### config.mk
export PLATFORM = sky130hd
export DESIGN_NAME = vga_timing_gen
export DESIGN_NICKNAME = d
export VERILOG_FILES = /design/src/rtl/vga_timing_gen.sv
export SDC_FILE = /design/constraint.sdc
export NUM_CORES = 1
export LEC_CHECK = 0
export ABC_AREA = 1
export BUFFER_PORTS_ARGS = -buffer_cell sky130_fd_sc_hd__buf_2
export CAP_MARGIN = 20
export CORE_MARGIN = 1.5
export CORE_UTILIZATION = 47
export DETAILED_ROUTE_END_ITERATION = 7
export HOLD_SLACK_MARGIN = 0.1
export PLACE_DENSITY = 0.8
export SLEW_MARGIN = 20
export SYNTH_ARGS = -nofsm -noshare
export SYNTH_HDL_FRONTEND = slang
export SYNTH_SLANG_ARGS = --single-unit
export TNS_END_PERCENT = 100
### constraint.sdc
create_clock -name CLK -period 1.7 [get_ports CLK]
set_input_delay 0.085 -clock CLK [delete_from_list [all_inputs] [get_ports CLK]]
set_output_delay 0.085 -clock CLK [all_outputs]
set_load 0.02 [all_outputs]
### src/rtl/vga_timing_gen.sv
// vga_timing_gen: raster timing for the game display.
// It divides CLK down to the pixel rate and runs the horizontal and vertical
// counters. It presents ADDRH/ADDRV to the colour stage, samples the returned
// COLOUR, and drives registered HS, VS and COLOUR_OUT. HS, VS and COLOUR_OUT
// lag the counters by one pixel. FRAME_START marks each wrap to (0,0).
module vga_timing_gen #(
   parameter int   CLK_DIV     = 4,
   parameter int   H_VISIBLE   = 640,
   parameter int   H_FRONT     = 16,
   parameter int   H_SYNC      = 96,
   parameter int   H_BACK      = 48,
   parameter int   V_VISIBLE   = 480,
   parameter int   V_FRONT     = 10,
   parameter int   V_SYNC      = 2,
   parameter int   V_BACK      = 33,
   parameter logic SYNC_ACTIVE = 1'b0
) (
   input  logic       CLK,
   input  logic       RESET,
   input  logic [7:0] COLOUR,
   output logic [9:0] ADDRH,
   output logic [8:0] ADDRV,
   output logic       HS,
   output logic       VS,
   output logic [7:0] COLOUR_OUT,
   output logic       PIXEL_TICK,
   output logic       FRAME_START
);

   localparam int H_TOTAL = H_VISIBLE + H_FRONT + H_SYNC + H_BACK;
   localparam int V_TOTAL = V_VISIBLE + V_FRONT + V_SYNC + V_BACK;
   localparam int DIV_W   = $clog2(CLK_DIV);

   localparam logic [DIV_W-1:0] DIV_LAST = DIV_W'(CLK_DIV - 1);
   localparam logic [DIV_W-1:0] DIV_PRE  = DIV_W'(CLK_DIV - 2);

   localparam logic [9:0] H_LAST       = 10'(H_TOTAL - 1);
   localparam logic [9:0] V_LAST       = 10'(V_TOTAL - 1);
   localparam logic [9:0] H_VIS        = 10'(H_VISIBLE);
   localparam logic [9:0] V_VIS        = 10'(V_VISIBLE);
   localparam logic [9:0] H_SYNC_START = 10'(H_VISIBLE + H_FRONT);
   localparam logic [9:0] H_SYNC_END   = 10'(H_VISIBLE + H_FRONT + H_SYNC);
   localparam logic [9:0] V_SYNC_START = 10'(V_VISIBLE + V_FRONT);
   localparam logic [9:0] V_SYNC_END   = 10'(V_VISIBLE + V_FRONT + V_SYNC);

   logic [DIV_W-1:0] divider;
   logic [9:0]       hcount;
   logic [9:0]       vcount;
   logic [9:0]       hcount_next;
   logic [9:0]       vcount_next;
   logic             h_wrap;
   logic             v_wrap;
   logic             visible;
   logic             visible_next;
   logic             hs_active;
   logic             vs_active;

   // Next raster position, plus the visibility and sync decodes for both the current and next pixel
   always_comb begin
      h_wrap       = (hcount == H_LAST);
      v_wrap       = (vcount == V_LAST);
      hcount_next  = h_wrap ? 10'd0 : hcount + 10'd1;
      vcount_next  = vcount;
      if (h_wrap) begin
         vcount_next = v_wrap ? 10'd0 : vcount + 10'd1;
      end
      visible      = (hcount < H_VIS) && (vcount < V_VIS);
      visible_next = (hcount_next < H_VIS) && (vcount_next < V_VIS);
      hs_active    = (hcount >= H_SYNC_START) && (hcount < H_SYNC_END);
      vs_active    = (vcount >= V_SYNC_START) && (vcount < V_SYNC_END);
   end

   // Pixel-rate divider; the tick is registered so it is high exactly while divider is at its last value
   always_ff @(posedge CLK or negedge RESET) begin
      if (!RESET) begin
         divider    <= '0;
         PIXEL_TICK <= 1'b0;
      end else begin
         divider    <= (divider == DIV_LAST) ? '0 : divider + 1'b1;
         PIXEL_TICK <= (divider == DIV_PRE);
      end
   end

   // Raster counters and the addresses handed to the colour stage, which always track the counters
   always_ff @(posedge CLK or negedge RESET) begin
      if (!RESET) begin
         hcount <= '0;
         vcount <= '0;
         ADDRH  <= '0;
         ADDRV  <= '0;
      end else if (PIXEL_TICK) begin
         hcount <= hcount_next;
         vcount <= vcount_next;
         ADDRH  <= visible_next ? hcount_next : 10'd0;
         ADDRV  <= visible_next ? vcount_next[8:0] : 9'd0;
      end
   end

   // VGA pins take the pixel that is just ending, so colour and both syncs stay aligned one pixel behind the counters
   always_ff @(posedge CLK or negedge RESET) begin
      if (!RESET) begin
         COLOUR_OUT <= '0;
         HS         <= ~SYNC_ACTIVE;
         VS         <= ~SYNC_ACTIVE;
      end else if (PIXEL_TICK) begin
         COLOUR_OUT <= visible ? COLOUR : 8'd0;
         HS         <= hs_active ? SYNC_ACTIVE : ~SYNC_ACTIVE;
         VS         <= vs_active ? SYNC_ACTIVE : ~SYNC_ACTIVE;
      end
   end

   // One-CLK strobe on the cycle the counters land on (0,0); the state after reset does not count as a wrap
   always_ff @(posedge CLK or negedge RESET) begin
      if (!RESET) begin
         FRAME_START <= 1'b0;
      end else begin
         FRAME_START <= PIXEL_TICK && h_wrap && v_wrap;
      end
   end

endmodule

==> impl_metrics.csv, run 1 <==
group,metric,value,unit
synthesis,syn_inst,345,
finish,fill_cells,481,
setup_path,critPathSlowestCell,"dfrtp_1",
synthesis,synth_adder_area_share,0.0258,
global_routing,grt_pass1_wl,11900,um
clock_network,htreeDepth,2,
setup_path,startpoint,"hcount[0]",
status,status,"complete, but fails checks",
global_routing,antenna_found_initial,0,
routing,ant_nets,0,
sta,layout_min_cycle_time,1.80,ns
global_routing,grt_start_max_net_pins,40,
power,max-vdd-ir-drop,0.000496,V
routing,vias,2629,
clock_network,clkSinkCount,53,
synthesis,syn_area,2910,sq um
sta,finalWorstSetupSlack,-0.0954,ns
power,power,2.27,mW
placed_design,dp_hpwl,4910,um
synthesis,avgSynthCellArea,8.44,sq um
sta,fmax,557,MHz
setup_path,worstSetupStartpointType,"flip-flop",
routing,routed_via_density,5.22,
die,ios,41,
power,p_per_area,596,nW/um^2
routing,wire_per_inst,15.0,um
synthesis,synth_top_area_frac,0.438,
synthesis,synth-xor-area-share,0.00602,
die,die_width,81.7,um
synthesis,synth_top_cell_by_area,"dfrtp_1",
die,initial_utilization,0.489,
sta,fin_crit_sh,1.06,
sta,finalMaxSlewViolations,0,
finish,area_growth,31.0,%
sta,final-setup-viol-count,19,
clock_network,cts_tree,"built",
placed_design,placement.io_buffers,40,
finish,finish.net_count,444,
synthesis,yosysWarningCount,0,
setup_path,critPathKind,"reg2reg",
synthesis,synth_area_leaders,"dfrtp_1 44%, nand2_1 12%, nand3_1 5.3%",
placed_design,gp_congestion,0.954,
synthesis,synth_top_family_by_area,"simple AND/OR/NAND/NOR gates",
run,max_cap_violations,0,
finish,drive_above_1_share,0.368,
synthesis,synth_mux_area_frac,0,
routing,drc,0,
setup_path,rrSetupSlack,-0.1,ns
setup_path,ff2ff_path_depth,11,
power,power.leakage,1.90,nW
setup_path,crit_fanout,5,
setup_path,r2r_start,"hcount[0]",
setup_path,cp_common_cell,"nand2_1",
sta,slew-limit-headroom,0.621,
clock_network,numCtsBuffers,5,
synthesis,synth-compound-area-share,0.0834,
synthesis,yosys.cell_types.count,33,
die,die_h,81.7,um
sta,fin_skew,0.00641,ns
status,violations,"setup timing",
die,num_rows,28,
finish,finalCoreUtilization,0.641,
global_routing,gr-usage-all-layers,0.238,
synthesis,synth-seq-area-share,0.456,
clock_network,clkSlewWorstSetupHoldPaths,0.09,ns
setup_path,path_cells,"ha_4 > nand2_4 > nor2_4 > nand4_1 > nand2_1 > nor2_2 > nand2_2 > nand2_8 > inv_6 > nand3_2 > nand2_1",
setup_path,end_kind,"flip-flop",
synthesis,postSynthNetCount,361,
sta,rsz0062_at_grt,"true",
sta,worstMarginPinSlew,0.568,ns
routing,drtPass1Iterations,4,
synthesis,ys_ff_latch,53,
routing,drt_iter0_drc,272,
clock_network,clock_latency,0.32,ns
min_path,hold_class,"in2async",
synthesis,yosys.area_share.simple,0.349,
routing,totalWireLength,7550,um
die,core_area,5960,sq um
global_routing,grt_overflow,0,
finish,antenna_cells,0,
setup_path,crit_arrival,2.06,ns
setup_path,worst_ep_required_time,1.96,ns
sta,hold_viol,0,
global_routing,grt_pass1_vias,2430,
clock_network,cts_root_buf,"clkbuf_8",
die,dieArea,6680,sq um
setup_path,slowest_delay,0.41,ns
clock_network,clk_path_buf_depth,2,
## final timing paths
kind                              end
max                          ADDRV[4]
min                         vcount[1]
max reg2reg                  ADDRV[4]
min reg2reg                divider[0]
max in group asynchronous          HS
min in group CLK           divider[0]
## cells in the final DEF (no fill, tap or decap), types with 4 or more instances in the layout
cell type and instances:
buf_2 40, buf_4 33, clkbuf_8 6, dfrtp_1 50
dlygate4sd3_1 9, ha_1 5, inv_1 35, nand2_1 85
nand2_2 19, nand3_1 22, nand3_2 22, nand4_1 7
nor2_1 18, nor2_2 5, nor2_4 4, o21ai_0 17
o21bai_1 8
## metrics by stage
step / area (sq um) / hold slack, ns / setup WS (ns) / std cells / setup TNS [ns]
2_1_floorplan: 2910 / -0.211 / 0.00363 / 345 / 0
3_3_place_gp: 3360 / 0.106 / -0.138 / 479 / -0.991
3_5_place_dp: 3360 / 0.114 / -0.166 / 479 / -2.00
4_1_cts: 3710 / 0.299 / -0.0593 / 501 / -0.865
5_1_grt: 3810 / 0.326 / -0.188 / 504 / -3.17
6_report: 3810 / 0.288 / -0.0954 / 504 / -1.45
## metal layers
metal  global-route usage  wire [um]  up-vias
li1                     -          -     1279
met1                0.331       3390     1245
met2                0.374       3540       89
met3               0.0433        454       16
met4               0.0831        157        0
met5                    0          0        -
## worst max-delay path, delay by kind of cell, from the launching register on
family / cells / cell delay (ns)
adders and majority gates: 1 / 0.21
DFF: 1 / 0.41
buffers and inverters: 1 / 0.11
and+or+nand+nor: 9 / 1.01
## what timing repair did
item | CTS | global route
resized for setup | 23 | 22
cloned | 1 | 1
hold buffers | 9 | 0
pin swaps | 13 | 17
endpoints found under the hold margin | 29 | 0
buffers inserted | 4 | 3
endpoints found under the setup margin | 21 | 32
## kinds of logic after synthesis
group           Yosys count
flops                    53
compound gates           39
buf+inv                  50
simple gates            195
fa+ha+maj                 6
xor+xnor                  2
## synthesized netlist by cell type
library cell,instances
nor2_8,1
nand4_1,7
nand2_2,15
nor3_1,3
a21oi_1,4
ha_1,6
a2111o_1,1
o21bai_1,8
and2_1,1
clkbuf_1,6
nand2_1,91
nand3_1,31
xor2_1,2
clkinv_1,1
nor4_1,1
inv_1,35
buf_2,1
buf_12,1
a2111oi_0,1
inv_6,1
o21ai_0,20
nor2_1,22
inv_2,2
nor2_2,4
o22ai_1,3
nand3_2,15
o211ai_1,1
dfstp_2,2
buf_6,3
o21ai_4,1
dfrtp_1,51
nand4_4,3
nor2_4,1
## flip-flops by register name (all words and copies together), names as in the netlist
register     cells
VS               1
PIXEL_TICK       1
divider          2
vcount          10
HS               1
ADDRV            9
FRAME_START      1
ADDRH           10
COLOUR_OUT       8
hcount          10
## power breakdown
group | leakage [nW] | internal [mW] | switching (mW)
clock | 0.0574 | 0.479 | 0.434
sequential | 0.690 | 1.27 | 0.00426
combinational | 1.15 | 0.0359 | 0.0508
## layout make-up
class,instances,area [sq um],area share
multi-input combinational,242,1510,0.396
sequential,53,1330,0.349
timing repair buffer,85,581,0.152
inverter,39,160,0.0420
tap,75,93.8,0.0246
clock buffer,6,82.6,0.0216
clock inverter,2,37.5,0.00984
timing repair inverter,2,20.0,0.00525
Power figures use the tool's default switching activity.
==> inputs of run 2 (changes only) <==
Settings changed: ABC_AREA 1 to not set.
==> impl_metrics.csv, run 2 <==
group,metric,value,unit
sta,hold_viol,0,
sta,layout_min_cycle_time,2.27,ns
synthesis,async_flop_share,1.00,
sta,fin_skew,0.00962,ns
die,initial_utilization,0.482,
finish,area_growth,43.0,%
placed_design,place_area,3400,sq um
setup_path,end_kind,"flip-flop",
setup_path,critPathKind,"reg2reg",
routing,wire_per_inst,19.4,um
clock_network,clkSlewWorstSetupHoldPaths,0.10,ns
sta,hold_slack,0.411,ns
global_routing,antenna_found_initial,0,
sta,finalMaxSlewViolations,0,
clock_network,cts_tree,"built",
run,max_cap_violations,0,
die,dieArea,6480,sq um
routing,drt_iter0_drc,284,
setup_path,crit_fanout,9,
finish,finish.net_count,401,
synthesis,ys_ff_latch,53,
clock_network,htreeDepth,2,
synthesis,avgSynthCellArea,10.0,sq um
setup_path,critPathSlowestCell,"dfrtp_1",
synthesis,yosysMostFrequentCell,"dfrtp_1",
synthesis,synth-seq-area-share,0.471,
synthesis,yosys.cell_types.count,48,
sta,final-setup-viol-count,35,
die,num_rows,28,
synthesis,synth_edf_count,0,
die,die_h,80.5,um
finish,mostFrequentLayoutCells,"56 x buf_4, 51 x dfrtp_1, 40 x buf_2, 29 x nand2_1, 23 x inv_1",
clock_network,numCtsBuffers,5,
sta,setup_tns,-13.10,ns
synthesis,syn_inst,281,
finish,final_common_cell,"buf_4",
routing,routed_via_density,6.09,
global_routing,grt_pass1_vias,2598,
clock_network,clock_latency,0.31,ns
placed_design,placed_cells,430,
finish,drive_above_1_share,0.433,
clock_network,clk_path_buf_depth,2,
status,violations,"setup timing",
finish,antenna_cells,0,
min_path,hold_class,"in2async",
power,power,2.15,mW
power,power.leakage,1.96,nW
synthesis,yosysWarningCount,0,
setup_path,slowest_delay,0.44,ns
sta,rsz0062_at_grt,"true",
placed_design,dp_hpwl,4600,um
sta,finalWorstSetupSlack,-0.572,ns
global_routing,grt_pass1_wl,13200,um
sta,slew-limit-headroom,0.561,
global_routing,use_met3,0.0466,
routing,totalWireLength,8960,um
clock_network,clkSinkCount,53,
global_routing,grt_overflow,0,
finish,reg_top3,"ADDRH x10, hcount x10, vcount x10",
global_routing,gr-usage-all-layers,0.266,
status,status,"complete, but fails checks",
die,die_width,80.5,um
routing,vias,2808,
placed_design,placement.io_buffers,40,
synthesis,syn_area,2820,sq um
global_routing,grt_util_met1,0.353,
power,p_per_area,532,nW/um^2
synthesis,postSynthNetCount,297,
setup_path,path_cells,"buf_4 > inv_1 > ha_1 > nand4b_1 > nor4_4 > o2bb2ai_2 > nor3_4 > buf_6 > o41ai_1",
finish,finalCoreUtilization,0.690,
synthesis,synth_area_leaders,"dfrtp_1 45%, xnor2_1 4.7%, nand2_1 4.1%",
sta,fmax,440,MHz
synthesis,synth_top_cell_by_area,"dfrtp_1",
die,core_area,5850,sq um
setup_path,worst_ep_required_time,1.88,ns
synthesis,synth_flop_cell,"dfrtp_1",
clock_network,cts_root_buf,"clkbuf_8",
finish,final_area,4040,sq um
synthesis,yosys-top-cells-count,"51 x dfrtp_1, 31 x nand2_1, 23 x inv_1, 18 x o21ai_0, 16 x nand3_1",
setup_path,worstSetupStartpointType,"flip-flop",
sta,worstMarginPinSlew,0.659,ns
placed_design,pre_cts_slack,-0.769,ns
global_routing,busiest_layer,"met2",
finish,final_cells,461,
power,max-vdd-ir-drop,0.000454,V
synthesis,synth_top_area_frac,0.452,
routing,drc,0,
setup_path,crit_arrival,2.46,ns
routing,drtPass1Iterations,5,
placed_design,gp_congestion,0.876,
global_routing,gr-usage-met2,0.416,
die,ios,41,
sta,fin_crit_sh,1.34,
routing,ant_nets,0,
global_routing,grt_start_max_net_pins,54,
## run 2: changes by cell type in the layout (fill, tap and decap cells not counted), moves of 8 or more
cell,change
xnor2_1,+12
nand2_2,-18
o21ai_0,-10
buf_4,+23
a22o_1,+8
inv_1,-12
nor2_1,-8
nand2_1,-56
nand3_2,-18
nand3_1,-11
## run 2: report_power, final
part           internal (mW)  total (mW)  switching (mW)  leakage (nW)
Sequential              1.27        1.28         0.00590         0.690
Combinational         0.0368      0.0870          0.0502          1.21
Clock                  0.369       0.786           0.417        0.0542
Total                   1.68        2.15           0.473          1.96
## run 2: cells by family (layout without fill, tap and decap cells)
| family | count (synthesis) | in the layout | synth area share |
|---|---|---|---|
| flip-flops | 53 | 53 | 0.471 |
| buffers and inverters | 41 | 146 | 0.0851 |
| AND/OR/NAND/NOR | 100 | 100 | 0.189 |
| AO/OA/AOI/OAI | 62 | 62 | 0.169 |
| adder cells (fa/ha/maj) | 6 | 6 | 0.0266 |
| XOR/XNOR | 19 | 19 | 0.0590 |
## run 2: final cells by class
type                            instances  area, sq um
Fill cell                             416         1810
Clock inverter                          1         5.00
Sequential cell                        53         1330
Tap cell                               75         93.8
Clock buffer                            7         96.3
Multi-Input combinational cell        187         1590
Timing Repair Buffer                  115          841
Inverter                               23         86.3
## run 2: repair_timing
action	4_1_cts	5_1_grt
buffers inserted	8	7
pin swaps	14	6
setup endpoints to repair	42	44
endpoints found under the hold margin	59	0
hold buffers	9	0
cloned	1	0
resized for setup	44	24
## run 2: final timing paths
path | end | depth (start not counted) | start | slack, ns
setup / recovery | ADDRV[6] | 9 | vcount[0] | -0.57
hold / removal | vcount[8] | 3 | RESET | 0.41
setup reg to reg | ADDRV[6] | 9 | vcount[0] | -0.57
hold reg to reg | divider[0] | 1 | divider[0] | 0.45
max in group asynchronous | hcount[1] | 3 | RESET | 0.85
min in group CLK | divider[0] | 1 | divider[0] | 0.45
## run 2: critical path, delay by kind of cell (launching register included)
kind                     cells  cell delay, ns
AND/OR/NAND/NOR              3            0.63
AO/OA/AOI/OAI                2            0.55
flip-flops                   1            0.44
buffers and inverters        3            0.37
adder cells (fa/ha/maj)      1            0.14
## run 2: layer usage
metal | vias up | share of wire
met5 | - | 0
met4 | 0 | 0.051
met3 | 43 | 0.062
met2 | 140 | 0.48
met1 | 1407 | 0.40
li1 | 1218 | -
==> inputs of run 3 (changes only) <==
Settings changed: CORE_ASPECT_RATIO set to 1.5, CTS_CLUSTER_SIZE set to 14.
==> impl_metrics.csv, run 3 (synthesis gave the netlist of run 2 again) <==
group,metric,value,unit
global_routing,grt_start_max_net_pins,37,
power,seq_power_share,0.579,
run,max_cap_violations,0,
setup_path,crit_fanout,4,
routing,totalWireLength,7950,um
placed_design,pre_cts_slack,-0.699,ns
sta,hold_slack,0.262,ns
die,die_width,66.3,um
setup_path,ff2ff_path_depth,9,
setup_path,worst_ep_required_time,1.89,ns
placed_design,placement.io_buffers,40,
global_routing,antenna_found_initial,0,
sta,fin_crit_sh,1.34,
finish,finish.net_count,399,
routing,wire_per_inst,17.5,um
finish,reg_top3,"ADDRH x10, hcount x10, vcount x10",
die,die_h,97.9,um
routing,drt_iter0_drc,130,
clock_network,htreeDepth,2,
sta,finalMaxSlewViolations,0,
setup_path,critPathKind,"reg2reg",
placed_design,dp_hpwl,4890,um
global_routing,grt_pass1_wl,12700,um
power,power.leakage,1.93,nW
placed_design,placed_cells,429,
finish,mostFrequentLayoutCells,"51 x dfrtp_1, 50 x buf_4, 41 x buf_2, 28 x nand2_1, 23 x inv_1",
sta,setup_tns,-13.57,ns
global_routing,grt_overflow,0,
setup_path,crit_end,"ADDRH[2]",
routing,drc,0,
die,initial_utilization,0.488,
die,dieArea,6490,sq um
power,internal_power,1.74,mW
power,pwr-share-clk,0.380,
clock_network,cts_root_buf,"clkbuf_8",
clock_network,clkSlewWorstSetupHoldPaths,0.09,ns
global_routing,gr-usage-all-layers,0.253,
power,pwr-share-comb,0.041,
setup_path,crit_arrival,2.47,ns
sta,hold_viol,0,
sta,worstMarginPinSlew,0.540,ns
routing,vias,2637,
global_routing,grt_pass1_vias,2609,
finish,drive_above_1_share,0.418,
routing,routed_via_density,5.80,
min_path,hold_class,"in2async",
sta,fin_skew,0.00544,ns
power,swShare,0.210,
sta,final-setup-viol-count,36,
status,status,"complete, but fails checks",
clock_network,clock_latency,0.31,ns
sta,finalWorstSetupSlack,-0.576,ns
die,ios,41,
routing,ant_nets,0,
finish,area_growth,41.5,%
setup_path,worstSetupStartpointType,"flip-flop",
sta,fmax,439,MHz
clock_network,cts_tree,"built",
sta,rsz0062_at_grt,"true",
finish,final_area,4000,sq um
power,max-vdd-ir-drop,0.000563,V
setup_path,end_kind,"flip-flop",
clock_network,clk_path_buf_depth,2,
clock_network,numCtsBuffers,5,
routing,drtPass1Iterations,5,
status,violations,"setup timing",
finish,final_cells,455,
finish,final_common_cell,"dfrtp_1",
sta,slew-limit-headroom,0.638,
finish,antenna_cells,0,
setup_path,startpoint,"hcount[0]",
placed_design,place_area,3430,sq um
setup_path,r2r_start,"hcount[0]",
clock_network,clkSinkCount,53,
power,p_per_area,551,nW/um^2
power,switchingPower,0.463,mW
placed_design,gp_congestion,0.914,
sta,layout_min_cycle_time,2.28,ns
setup_path,rrSetupSlack,-0.58,ns
die,core_area,5790,sq um
die,num_rows,34,
setup_path,r2r-end,"ADDRH[2]",
run 3: what timing repair did:
action / 4_1_cts / 5_1_grt
setup buffers: 5 / 3
gates cloned: 1 / 1
endpoints found under the setup margin: 42 / 43
resized for setup: 35 / 24
pin swaps: 9 / 6
hold endpoints to repair: 27 / 0
hold buffers: 9 / 0
run 3: worst min-delay path by stage:
| stage | endpoint | cells after the start | slack, ns | start |
|---|---|---|---|---|
| 6_report | hcount[3] | 2 | 0.26 | RESET |
| 5_1_grt | hcount[2] | 2 | 0.30 | RESET |
| 4_1_cts | ADDRH[3] | 2 | 0.27 | RESET |
| 3_5_place_dp | hcount[3] | 1 | 0.06 | RESET |
| 3_3_place_gp | ADDRH[3] | 1 | 0.06 | RESET |
| 2_1_floorplan | ADDRH[0] | 0 | -0.21 | RESET |
run 3: stage by stage:
step                       util  power (mW)
after global routing      0.691        2.28
after floorplan               -        1.32
final                     0.691        2.20
after CTS                 0.669        2.21
after global placement    0.593        1.37
after detailed placement  0.593        1.37
run 3: final cells by class:
| cell class | count | area, sq um |
|---|---|---|
| Clock buffer | 5 | 68.8 |
| Clock inverter | 2 | 35.0 |
| Fill cell | 402 | 1790 |
| Inverter | 23 | 86.3 |
| Multi-Input combinational cell | 187 | 1540 |
| Sequential cell | 53 | 1330 |
| Tap cell | 72 | 90.1 |
| Timing Repair Buffer | 113 | 843 |
run 3: metal layers:
layer,vias to the layer above,global-route usage,wire [um]
li1,1211,-,-
met1,1307,0.315,3190
met2,93,0.413,4110
met3,26,0.0461,369
met4,0,0.130,273
met5,-,0,0
run 3: power groups by stage:
stage          clock (mW)  sequential (mW)  combinational [mW]
2_1_floorplan           0             1.31             0.00934
3_3_place_gp            0             1.30              0.0720
3_5_place_dp            0             1.30              0.0737
4_1_cts             0.843             1.27              0.0897
5_1_grt             0.901             1.28              0.0993
6_report            0.835             1.28              0.0900
run 3: critical path, stage by stage (launching register included):
cell and delay (ns):
dfrtp_1 0.37, ha_2 0.18, or3b_4 0.42, nor4_4 0.24
buf_4 0.19, buf_4 0.13, nor2_2 0.05, nor3_4 0.29
buf_2 0.22, o41ai_1 0.08
